==> config.mk <==
export PLATFORM = sky130hd
export DESIGN_NAME = mod_keypad_scan_ctrl
export DESIGN_NICKNAME = d
export VERILOG_FILES = /design/src/rtl/keypad_pkg.sv /design/src/rtl/mod_sync2.sv /design/src/rtl/mod_keypad_scan_ctrl.sv
export SDC_FILE = /design/constraint.sdc
export NUM_CORES = 1
export LEC_CHECK = 0
export CORE_MARGIN = 3
export CORE_UTILIZATION = 40
export DETAILED_ROUTE_END_ITERATION = 7
export GPL_TIMING_DRIVEN = 0
export PLACE_DENSITY = 0.68
export RECOVER_POWER = 100
export SLEW_MARGIN = 25
export SYNTH_ARGS = -nofsm -noshare
export SYNTH_HDL_FRONTEND = slang
export SYNTH_SLANG_ARGS = --single-unit
==> constraint.sdc <==
create_clock -name clk -period 3.2 [get_ports clk]
set_input_delay 0.64 -clock clk [delete_from_list [all_inputs] [get_ports clk]]
set_output_delay 0.64 -clock clk [all_outputs]
set_load 0.01 [all_outputs]
==> src/rtl/keypad_pkg.sv <==
// Shared types and constants for the keypad scan controller and its helpers.
package keypad_pkg;

   typedef enum logic [1:0] {
      SCAN     = 2'd0,
      DEBOUNCE = 2'd1,
      HELD     = 2'd2,
      RELEASE  = 2'd3
   } kp_state_e;

   // Idle row pattern: no row pulled low.
   localparam logic [31:0] KEY_NONE = 32'hFFFF_FFFF;

   function automatic int unsigned idx_width(input int unsigned n);
      return (n > 1) ? $clog2(n) : 1;
   endfunction

   function automatic int unsigned code_width(input int unsigned rows, input int unsigned cols);
      return idx_width(rows * cols);
   endfunction

endpackage

==> src/rtl/mod_sync2.sv <==
// Parameterized-width two-flop synchronizer with configurable reset value.
module mod_sync2 #(
   parameter int unsigned     W       = 1,
   parameter logic [W-1:0]    RST_VAL = '0
) (
   input  logic          clk,
   input  logic          rst_n,
   input  logic [W-1:0]  i_d,
   output logic [W-1:0]  o_q
);

   logic [W-1:0] r_meta;
   logic [W-1:0] r_q;

   always_ff @(posedge clk or negedge rst_n) begin
      if (!rst_n) begin
         r_meta <= RST_VAL;
         r_q    <= RST_VAL;
      end else begin
         r_meta <= i_d;
         r_q    <= r_meta;
      end
   end

   assign o_q = r_q;

endmodule

==> src/rtl/mod_keypad_scan_ctrl.sv <==
// Matrix keypad scanner: one shared debounce datapath, single-entry key event register.
// Optional auto-repeat while held is enabled by defining KEYPAD_AUTOREPEAT_EN.
module mod_keypad_scan_ctrl
   import keypad_pkg::*;
#(
   parameter int unsigned ROWS       = 4,
   parameter int unsigned COLS       = 4,
   parameter int unsigned SETTLE_CYC = 8,
   parameter int unsigned DB_N       = 15,
   parameter int unsigned REPEAT_DLY = 2**22,
   parameter int unsigned REPEAT_PER = 2**20
) (
   input  logic                                clk,
   input  logic                                rst,
   output logic [COLS-1:0]                     col_o,
   input  logic [ROWS-1:0]                     row_i,
   output logic [code_width(ROWS, COLS)-1:0]   key_code,
   output logic                                key_valid,
   input  logic                                key_ready,
   output logic                                key_held,
   output logic                                overrun
);

   localparam int unsigned CODE_W = code_width(ROWS, COLS);
   localparam int unsigned ROW_W  = idx_width(ROWS);
   localparam int unsigned COL_W  = idx_width(COLS);
   localparam int unsigned SET_W  = idx_width(SETTLE_CYC);

   if (SETTLE_CYC < 3 || REPEAT_DLY == 0 || REPEAT_PER == 0) begin : g_bad_cfg
      $error("mod_keypad_scan_ctrl: invalid parameter set");
   end

   kp_state_e          r_state, w_state_nxt;
   logic [ROWS-1:0]    w_rs;
   logic [SET_W-1:0]   r_settle;
   logic [DB_N-1:0]    r_db;
   logic [COL_W-1:0]   r_col, w_col_nxt;
   logic [COLS-1:0]    r_col_o;
   logic [ROW_W-1:0]   r_row, w_row_idx;
   logic [ROWS-1:0]    r_pat;
   logic [CODE_W-1:0]  r_code, w_code;
   logic               r_valid, r_held, r_ovr;
   logic               w_rs_idle, w_one_low, w_settle_done, w_db_full;
   logic               w_settle_clr, w_settle_inc, w_db_clr, w_db_inc;
   logic               w_capture, w_col_adv, w_emit, w_held_set, w_held_clr;
`ifdef KEYPAD_AUTOREPEAT_EN
   localparam int unsigned REP_W = idx_width((REPEAT_DLY > REPEAT_PER) ? REPEAT_DLY : REPEAT_PER);
   logic [REP_W-1:0]   r_rep;
   logic               r_rep_first, w_rep_hit;
`endif

   mod_sync2 #(.W(ROWS), .RST_VAL({ROWS{1'b1}})) u_row_sync (
      .clk   (clk),
      .rst_n (rst),
      .i_d   (row_i),
      .o_q   (w_rs)
   );

   assign w_rs_idle     = (w_rs == ROWS'(KEY_NONE));
   assign w_one_low     = $onehot(~w_rs);
   assign w_settle_done = (r_settle == SET_W'(SETTLE_CYC - 1));
   assign w_db_full     = &r_db;
   assign w_col_nxt     = (r_col == COL_W'(COLS - 1)) ? '0 : r_col + COL_W'(1);
   assign w_code        = CODE_W'(int'(r_row) * COLS + int'(r_col));

   // Index of the single low row; only meaningful when w_one_low is set.
   always_comb begin
      w_row_idx = '0;
      for (int i = 0; i < ROWS; i++) begin
         if (!w_rs[i]) w_row_idx = ROW_W'(i);
      end
   end

   always_ff @(posedge clk or negedge rst) begin
      if (!rst) r_state <= SCAN;
      else      r_state <= w_state_nxt;
   end

   always_comb begin
      w_state_nxt  = r_state;
      w_settle_clr = 1'b0;
      w_settle_inc = 1'b0;
      w_db_clr     = 1'b0;
      w_db_inc     = 1'b0;
      w_capture    = 1'b0;
      w_col_adv    = 1'b0;
      w_emit       = 1'b0;
      w_held_set   = 1'b0;
      w_held_clr   = 1'b0;
      case (r_state)
         SCAN: begin
            if (!w_settle_done) begin
               w_settle_inc = 1'b1;
            end else if (w_one_low) begin
               w_capture   = 1'b1;
               w_db_clr    = 1'b1;
               w_state_nxt = DEBOUNCE;
            end else begin
               w_col_adv    = 1'b1;
               w_settle_clr = 1'b1;
            end
         end
         DEBOUNCE: begin
            if (w_rs != r_pat) begin
               w_settle_clr = 1'b1;
               w_state_nxt  = SCAN;
            end else if (w_db_full) begin
               w_emit      = 1'b1;
               w_held_set  = 1'b1;
               w_state_nxt = HELD;
            end else begin
               w_db_inc = 1'b1;
            end
         end
         HELD: begin
            if (w_rs_idle) begin
               w_db_clr    = 1'b1;
               w_state_nxt = RELEASE;
            end
`ifdef KEYPAD_AUTOREPEAT_EN
            else if (w_rep_hit) begin
               w_emit = 1'b1;
            end
`endif
         end
         RELEASE: begin
            if (!w_rs_idle) begin
               w_state_nxt = HELD;
            end else if (w_db_full) begin
               w_held_clr   = 1'b1;
               w_col_adv    = 1'b1;
               w_settle_clr = 1'b1;
               w_state_nxt  = SCAN;
            end else begin
               w_db_inc = 1'b1;
            end
         end
         default: w_state_nxt = SCAN;
      endcase
   end

   // Scan position, settle/debounce counters and captured key.
   always_ff @(posedge clk or negedge rst) begin
      if (!rst) begin
         r_settle <= '0;
         r_db     <= '0;
         r_col    <= '0;
         r_col_o  <= ~COLS'(1);
         r_row    <= '0;
         r_pat    <= '1;
         r_held   <= 1'b0;
      end else begin
         if (w_settle_clr)      r_settle <= '0;
         else if (w_settle_inc) r_settle <= r_settle + SET_W'(1);
         if (w_db_clr)          r_db <= '0;
         else if (w_db_inc)     r_db <= r_db + DB_N'(1);
         if (w_col_adv) begin
            r_col   <= w_col_nxt;
            r_col_o <= ~(COLS'(1) << w_col_nxt);
         end
         if (w_capture) begin
            r_row <= w_row_idx;
            r_pat <= w_rs;
         end
         if (w_held_set)        r_held <= 1'b1;
         else if (w_held_clr)   r_held <= 1'b0;
      end
   end

   // One-entry event register; a blocked emit is dropped and flagged.
   always_ff @(posedge clk or negedge rst) begin
      if (!rst) begin
         r_code  <= '0;
         r_valid <= 1'b0;
         r_ovr   <= 1'b0;
      end else begin
         r_ovr <= 1'b0;
         if (w_emit && (!r_valid || key_ready)) begin
            r_code  <= w_code;
            r_valid <= 1'b1;
         end else begin
            if (w_emit)    r_ovr   <= 1'b1;
            if (key_ready) r_valid <= 1'b0;
         end
      end
   end

`ifdef KEYPAD_AUTOREPEAT_EN
   assign w_rep_hit = (r_rep == (r_rep_first ? REP_W'(REPEAT_DLY - 1) : REP_W'(REPEAT_PER - 1)));

   // Repeat timer restarts on every entry into HELD.
   always_ff @(posedge clk or negedge rst) begin
      if (!rst) begin
         r_rep       <= '0;
         r_rep_first <= 1'b1;
      end else if (w_state_nxt == HELD && r_state != HELD) begin
         r_rep       <= '0;
         r_rep_first <= 1'b1;
      end else if (r_state == HELD && !w_rs_idle) begin
         if (w_rep_hit) begin
            r_rep       <= '0;
            r_rep_first <= 1'b0;
         end else begin
            r_rep <= r_rep + REP_W'(1);
         end
      end
   end
`endif

   assign col_o     = r_col_o;
   assign key_code  = r_code;
   assign key_valid = r_valid;
   assign key_held  = r_held;
   assign overrun   = r_ovr;

endmodule

Word level (Yosys, flattened, before mapping)
Index checks and enable logic that the tools add are counted.
Word-level totals
  bits in registers: 47
  bits of input ports: 7
  output and inout port bits: 11
Cells by class
  add/sub/neg operators: 7
  equal/unequal tests: 13
  shift-type cells: 1
  muxes and demuxes: 43
  bitwise logic cells: 2
  reduce and logical (&&, ||, !) cells: 10
Operators with widths (count)
  2-to-1 mux 15 bit: 2
  2-to-1 mux 1 bit: 24
  2-to-1 mux 2 bit: 10
  adder 15 x 1 -> 15 bit (second input constant): 1
  AND reduction 15 bit: 1
  inverter 4 bit: 2
  case mux 2 bit (4 select lines): 1
  nonzero test 2 bit: 4
  == test 2 bit (second input constant): 3
  2-to-1 mux 3 bit: 2
  != test 2 bit (second input constant): 3
  != test 3 bit (second input constant): 2
  case mux 1 bit (2 select lines): 3
  AND reduction 5 bit: 1
  adder 1 x 1 -> 2 bit: 2
  adder 4 x 2 -> 4 bit: 1
  == test 4 bit (second input constant): 1
  != test 4 bit: 1
  << shifter 1 x 2 -> 4 bit (first input constant): 1
  adder 2 x 2 -> 3 bit: 1
  adder 3 x 1 -> 3 bit (second input constant): 1
  == test 3 x 1 -> 1 bit (second input constant): 1
  == test 3 bit (second input constant): 1
  case mux 1 bit (3 select lines): 1
  other kinds (6): 6

Depth between registers and ports, before layout
  word-level depth: 8
  mapped depth: 9
  mapped depth without buffers: 9

Hierarchy
Synthesis repeated with hierarchy kept, for this count alone.
Second synthesis, totals
  cell total of the unflattened synthesis: 214
  area total of the unflattened synthesis: 2337.2 µm²
By module, submodules not included
  mod_keypad_scan_ctrl: instances 1, cells an instance 206, area an instance 2127.0 µm², sequential area each 984.7 µm²
  mod_sync2: instances 1, cells an instance 8, area an instance 210.2 µm², sequential area each 210.2 µm²

Worst setup path after synthesis
Ideal clock, no wire load.
  kind: register -> register
  start: register u_row_sync.r_q[3] (netlist: u_row_sync.o_q[3])
  end: register r_row[0]
  data arrival time: 2593 ps
  required time: 3075 ps
  path slack: 482 ps
  stages on the path, launching flop included: 8
  buffers on the path: 0
  path through: dfstp_2 > fa_1 > inv_1 > ha_1 > ha_1 > or3b_2 > nor2_1 > mux2_2
Between the ends
  longest elaborated chain between the ends: 7
  elaborated cells between the ends (all ways): 8
  classes of those cells: 2 x add/sub; 1 x eq/ne; 4 x mux; 1 x bitwise
RTL lines
  start, declared: line mod_sync2.sv:13  | logic [W-1:0] r_q;
  start signal, assigned: line mod_sync2.sv:21  | r_q <= r_meta;
  inverter 4 bit: line mod_keypad_scan_ctrl.sv:60  | assign w_one_low = $onehot(~w_rs);
  adder 1 x 1 -> 2 bit (implied by the code): line mod_keypad_scan_ctrl.sv:60
  adder 2 x 2 -> 3 bit (implied by the code): line mod_keypad_scan_ctrl.sv:60
  == test 3 x 1 -> 1 bit: line mod_keypad_scan_ctrl.sv:60
  2-to-1 mux 1 bit: line mod_keypad_scan_ctrl.sv:94  | end else if (w_one_low) begin
  2-to-1 mux 1 bit: line mod_keypad_scan_ctrl.sv:92  | if (!w_settle_done) begin
  2-to-1 mux 1 bit: line mod_keypad_scan_ctrl.sv:90  | case (r_state)
  end signal, assigned: line mod_keypad_scan_ctrl.sv:162  | r_row <= w_row_idx;
  end, declared: line mod_keypad_scan_ctrl.sv:39  | logic [ROW_W-1:0] r_row, w_row_idx;
Parallel ways exist; a longest one is shown, timed or not.
A chain may end at the register's enable or synchronous reset.

Final worst setup path
  start: register u_row_sync.r_q[3] (netlist: u_row_sync.o_q[3])
  end: register r_db[10]
Between the ends
  longest elaborated chain between the ends: 8
  elaborated cells between the ends (all ways): 15
  classes of those cells: 2 x add/sub; 3 x eq/ne; 8 x mux; 1 x bitwise; 1 x reduce/logical
RTL lines
  inverter 4 bit: line mod_keypad_scan_ctrl.sv:60
  adder 1 x 1 -> 2 bit (implied by the code): line mod_keypad_scan_ctrl.sv:60
  adder 2 x 2 -> 3 bit (implied by the code): line mod_keypad_scan_ctrl.sv:60
  == test 3 x 1 -> 1 bit: line mod_keypad_scan_ctrl.sv:60
  2-to-1 mux 1 bit: line mod_keypad_scan_ctrl.sv:94
  2-to-1 mux 1 bit: line mod_keypad_scan_ctrl.sv:92
  case mux 1 bit (2 select lines): line mod_keypad_scan_ctrl.sv:90
  2-to-1 mux 15 bit or nonzero test 2 bit (tied branches)
  end signal, assigned: line mod_keypad_scan_ctrl.sv:156  | else if (w_db_inc) r_db <= r_db + DB_N'(1);
  end, declared: line mod_keypad_scan_ctrl.sv:36  | logic [DB_N-1:0] r_db;
Parallel ways exist; a longest one is shown, timed or not.

==> flow_summary_export.csv <==
group,metric,value,unit
route,post_drt_wl_per_cell,13.6,microns
die,die_area,6860,sq um
placement,dp_hpwl,3.09,mm
outcome,status,"completed",
cells_and_area,multiInputGateArea,1080,sq um
synthesis,synth_edf_count,0,
cells_and_area,layout-drive-gt1-share,14.8,%
synthesis,yosysWarningCount,0,
job,maxCapViolCount,0,
critical_path,path_class,"flip-flop to flip-flop",
timing,holdWs,0.360,ns
global_route,grt_max_degree,28,
route,vias_per_cell,5.27,
clock_tree,path_clk_slew,0.10,ns
clock_tree,cts-root-buf,"clkbuf_8",
timing,finalCriticalPeriod,2.97,ns
synthesis,ys_types,40,
die,coreArea,5610,sq um
worst_hold_path,min_path_type,"flip-flop to flip-flop",
synthesis,ys.flop_type,"dfrtp_1",
clock_tree,cts_tree,"built",
placement,dpl.cell_count,308,
critical_path,crit_required,3.37,ns
cells_and_area,fin_cells,316,
synthesis,post_synth.cell_area_avg,10.8,sq um
synthesis,synthesis.area,2360,sq um
cells_and_area,fillers,563,
global_route,grt_pass1_vias,1598,
die,die_w,82.9,microns
timing,tightest_slew,1.40,ns
synthesis,yosysSeqAreaShare,50.6,%
route,drt-total-wl,4.31,mm
route,vias,1666,
synthesis,ys_seq_elements,47,
placement,gp_congestion,0.836,
synthesis,syn_nets,241,
pwr,vdd_ir_drop_max,0.317,mV
critical_path,crit_path_end_kind,"flip-flop",
global_route,grt_pass1_wl,7.57,mm
timing,fin_setup_tns,0,ns
cells_and_area,synthToLayoutAreaGrowth,14.7,%
timing,rsz0062_at_grt,"no",
cells_and_area,final_util,48.3,%
route,firstDrtPassIters,4,
clock_tree,clk_latency,0.31,ns
global_route,track_usage,13.6,%
die,start_util,42.1,%
timing,maxSlewHeadroom,6.40,%
clock_tree,clockBufferDepth,2,
cells_and_area,regArea,1190,sq um
die,die_h,82.9,microns
die,boundaryPins,18,
global_route,antenna_found_initial,0,
cells_and_area,fin_nets,266,
pwr,power,0.00143,W
timing,setup_violations,0,
clock_tree,htreeDepth,2,
timing,maxClockFrequency,337,MHz
clock_tree,cts_buffers,5,
timing,fin_crit_sh,92.7,%
route,antenna_left,0,
route,drc,0,
route,drtIter0Drc,60,
timing,fin_skew,0.00625,ns
critical_path,cp_max_fo,10,
critical_path,start_kind,"flip-flop",
die,rows,27,
cells_and_area,antenna_cells,0,
timing,slew_violations,0,
placement,portBuffers,17,
clock_tree,cts.sinks,47,
global_route,globalRouteOverflowTotal,0,
critical_path,regToRegSetupSlack,0.23,ns
timing,hold_viol_final,0,
clock_tree,postCtsHoldBufs,0,
pwr,power.density,529,nW/um^2
pwr,power_leakage,1.23,nW
synthesis,syn_inst,218,
critical_path,crit_arrival,3.13,ns
synthesis,async_reset_ff_share,100,%
worst max-delay path, stage by stage, from the launching register on:
cell      delay [ns]
dfstp_2         0.62
fa_1            0.43
inv_1           0.07
ha_1            0.13
ha_1            0.23
or3b_2          0.47
o21ai_1         0.33
clkbuf_1        0.45
a21oi_1         0.09
synth_stat cells (2+ instances only):
cell	number	share of area (%)
a21o_1	3	0.95
mux2i_1	7	3.0
o31ai_1	2	0.64
a31oi_1	2	0.53
or3_1	6	1.6
and3_1	7	1.9
ha_1	15	7.9
a21oi_2	2	0.74
xor2_1	5	1.9
dfstp_2	15	17
nand2_1	14	2.2
mux2_2	10	4.8
inv_1	14	2.2
nand2b_1	3	0.79
dfrtp_1	32	34
or4_1	4	1.3
o21ai_0	13	2.8
and4_1	3	1.1
a21oi_1	11	2.3
and2_1	2	0.53
nor2_1	13	2.1
buf_2	2	0.42
nand3_1	13	2.8
nand4_1	4	1.1
sequential cells by signal (all words and copies together) (netlist names):
signal	flops
col_o	4
r_state	2
key_valid	1
key_code	4
u_row_sync.o_q	4
u_row_sync.r_meta	4
r_row	2
overrun	1
r_settle	3
key_held	1
r_pat	4
r_db	15
r_col	2
what timing repair did:
| item | in CTS | in global routing |
|---|---|---|
| setup endpoints to repair | 0 | 10 |
| setup buffers | 0 | 0 |
| gates resized for setup | 0 | 2 |
per-stage QoR:
step	setup WS (ns)	area [sq um]
floorplan	0.482	2360
global placement	0.118	2620
detailed placement	0.111	2640
CTS	0.0744	2730
global route	0.0533	2710
finish	0.234	2710
final cells by class:
cell class              count  share of cell area (%)
well taps                  72                    3.33
multi-input cells         152                    40.0
clock inverters             3                   0.924
repair buffers             18                    6.19
clock buffers               5                    2.54
inverters                  14                    1.94
flip-flops and latches     47                    44.1
plain buffers               5                    1.02
placed cells by master (no fill, tap or decap), types with 2 or more instances in the layout:
cell type      Yosys  routed
mux2i_1            7       7
a21o_1             3       3
nor2_1            13      13
a21oi_1           11      12
a31oi_1            2       2
nand2_1           14      14
inv_1             14      14
and2_1             2       2
dlygate4sd3_1      0      15
nand2b_1           3       3
or4_1              4       4
dfstp_2           15      14
and4_1             3       3
nand4_1            4       4
nand3_1           13      13
mux2_2            10       9
clkbuf_8           0       5
or3_1              6       6
clkbuf_1           1       4
inv_6              0       2
ha_1              15      15
xor2_1             5       5
o31ai_1            2       2
and3_1             7       7
dfrtp_1           32      32
o21ai_0           13      12
power by group:
group          leakage, nW  internal [W]  switching [W]
registers            0.588      0.000677      0.0000524
logic                0.593      0.000147       0.000180
clock network       0.0452      0.000159       0.000219
total                 1.23      0.000983       0.000451
logic make-up after synthesis:
kind of cell,count (synthesis),share of synthesized area (%)
AOI/OAI and AO/OA,39,10.0
xor gates and xnor gates,5,1.85
adders and majority gates,16,8.79
buffers and inverters,19,3.44
DFF,47,50.6
muxes,17,7.73
and+or+nand+nor,75,17.6
worst paths after layout:
check,startpoint,to,depth (start not counted)
worst max-delay path,u_row_sync.o_q[3],r_db[10],8
worst min-delay path,u_row_sync.r_meta[2],u_row_sync.o_q[2],0
worst max register to register,u_row_sync.o_q[3],r_db[10],8
worst min register to register,u_row_sync.r_meta[2],u_row_sync.o_q[2],0
max in group asynchronous,rst,r_state[0],2
min in group asynchronous,rst,r_db[2],1
metal layers:
| layer | up-vias | track usage [%] | routed length, microns |
|---|---|---|---|
| met5 | - | 0 | 0 |
| met2 | 33 | 20.7 | 1970 |
| met4 | 0 | 6.24 | 78 |
| li1 | 824 | - | - |
| met3 | 6 | 3.67 | 190 |
| met1 | 803 | 18.1 | 2070 |
Note: power is estimated with default switching activity, not from simulation.
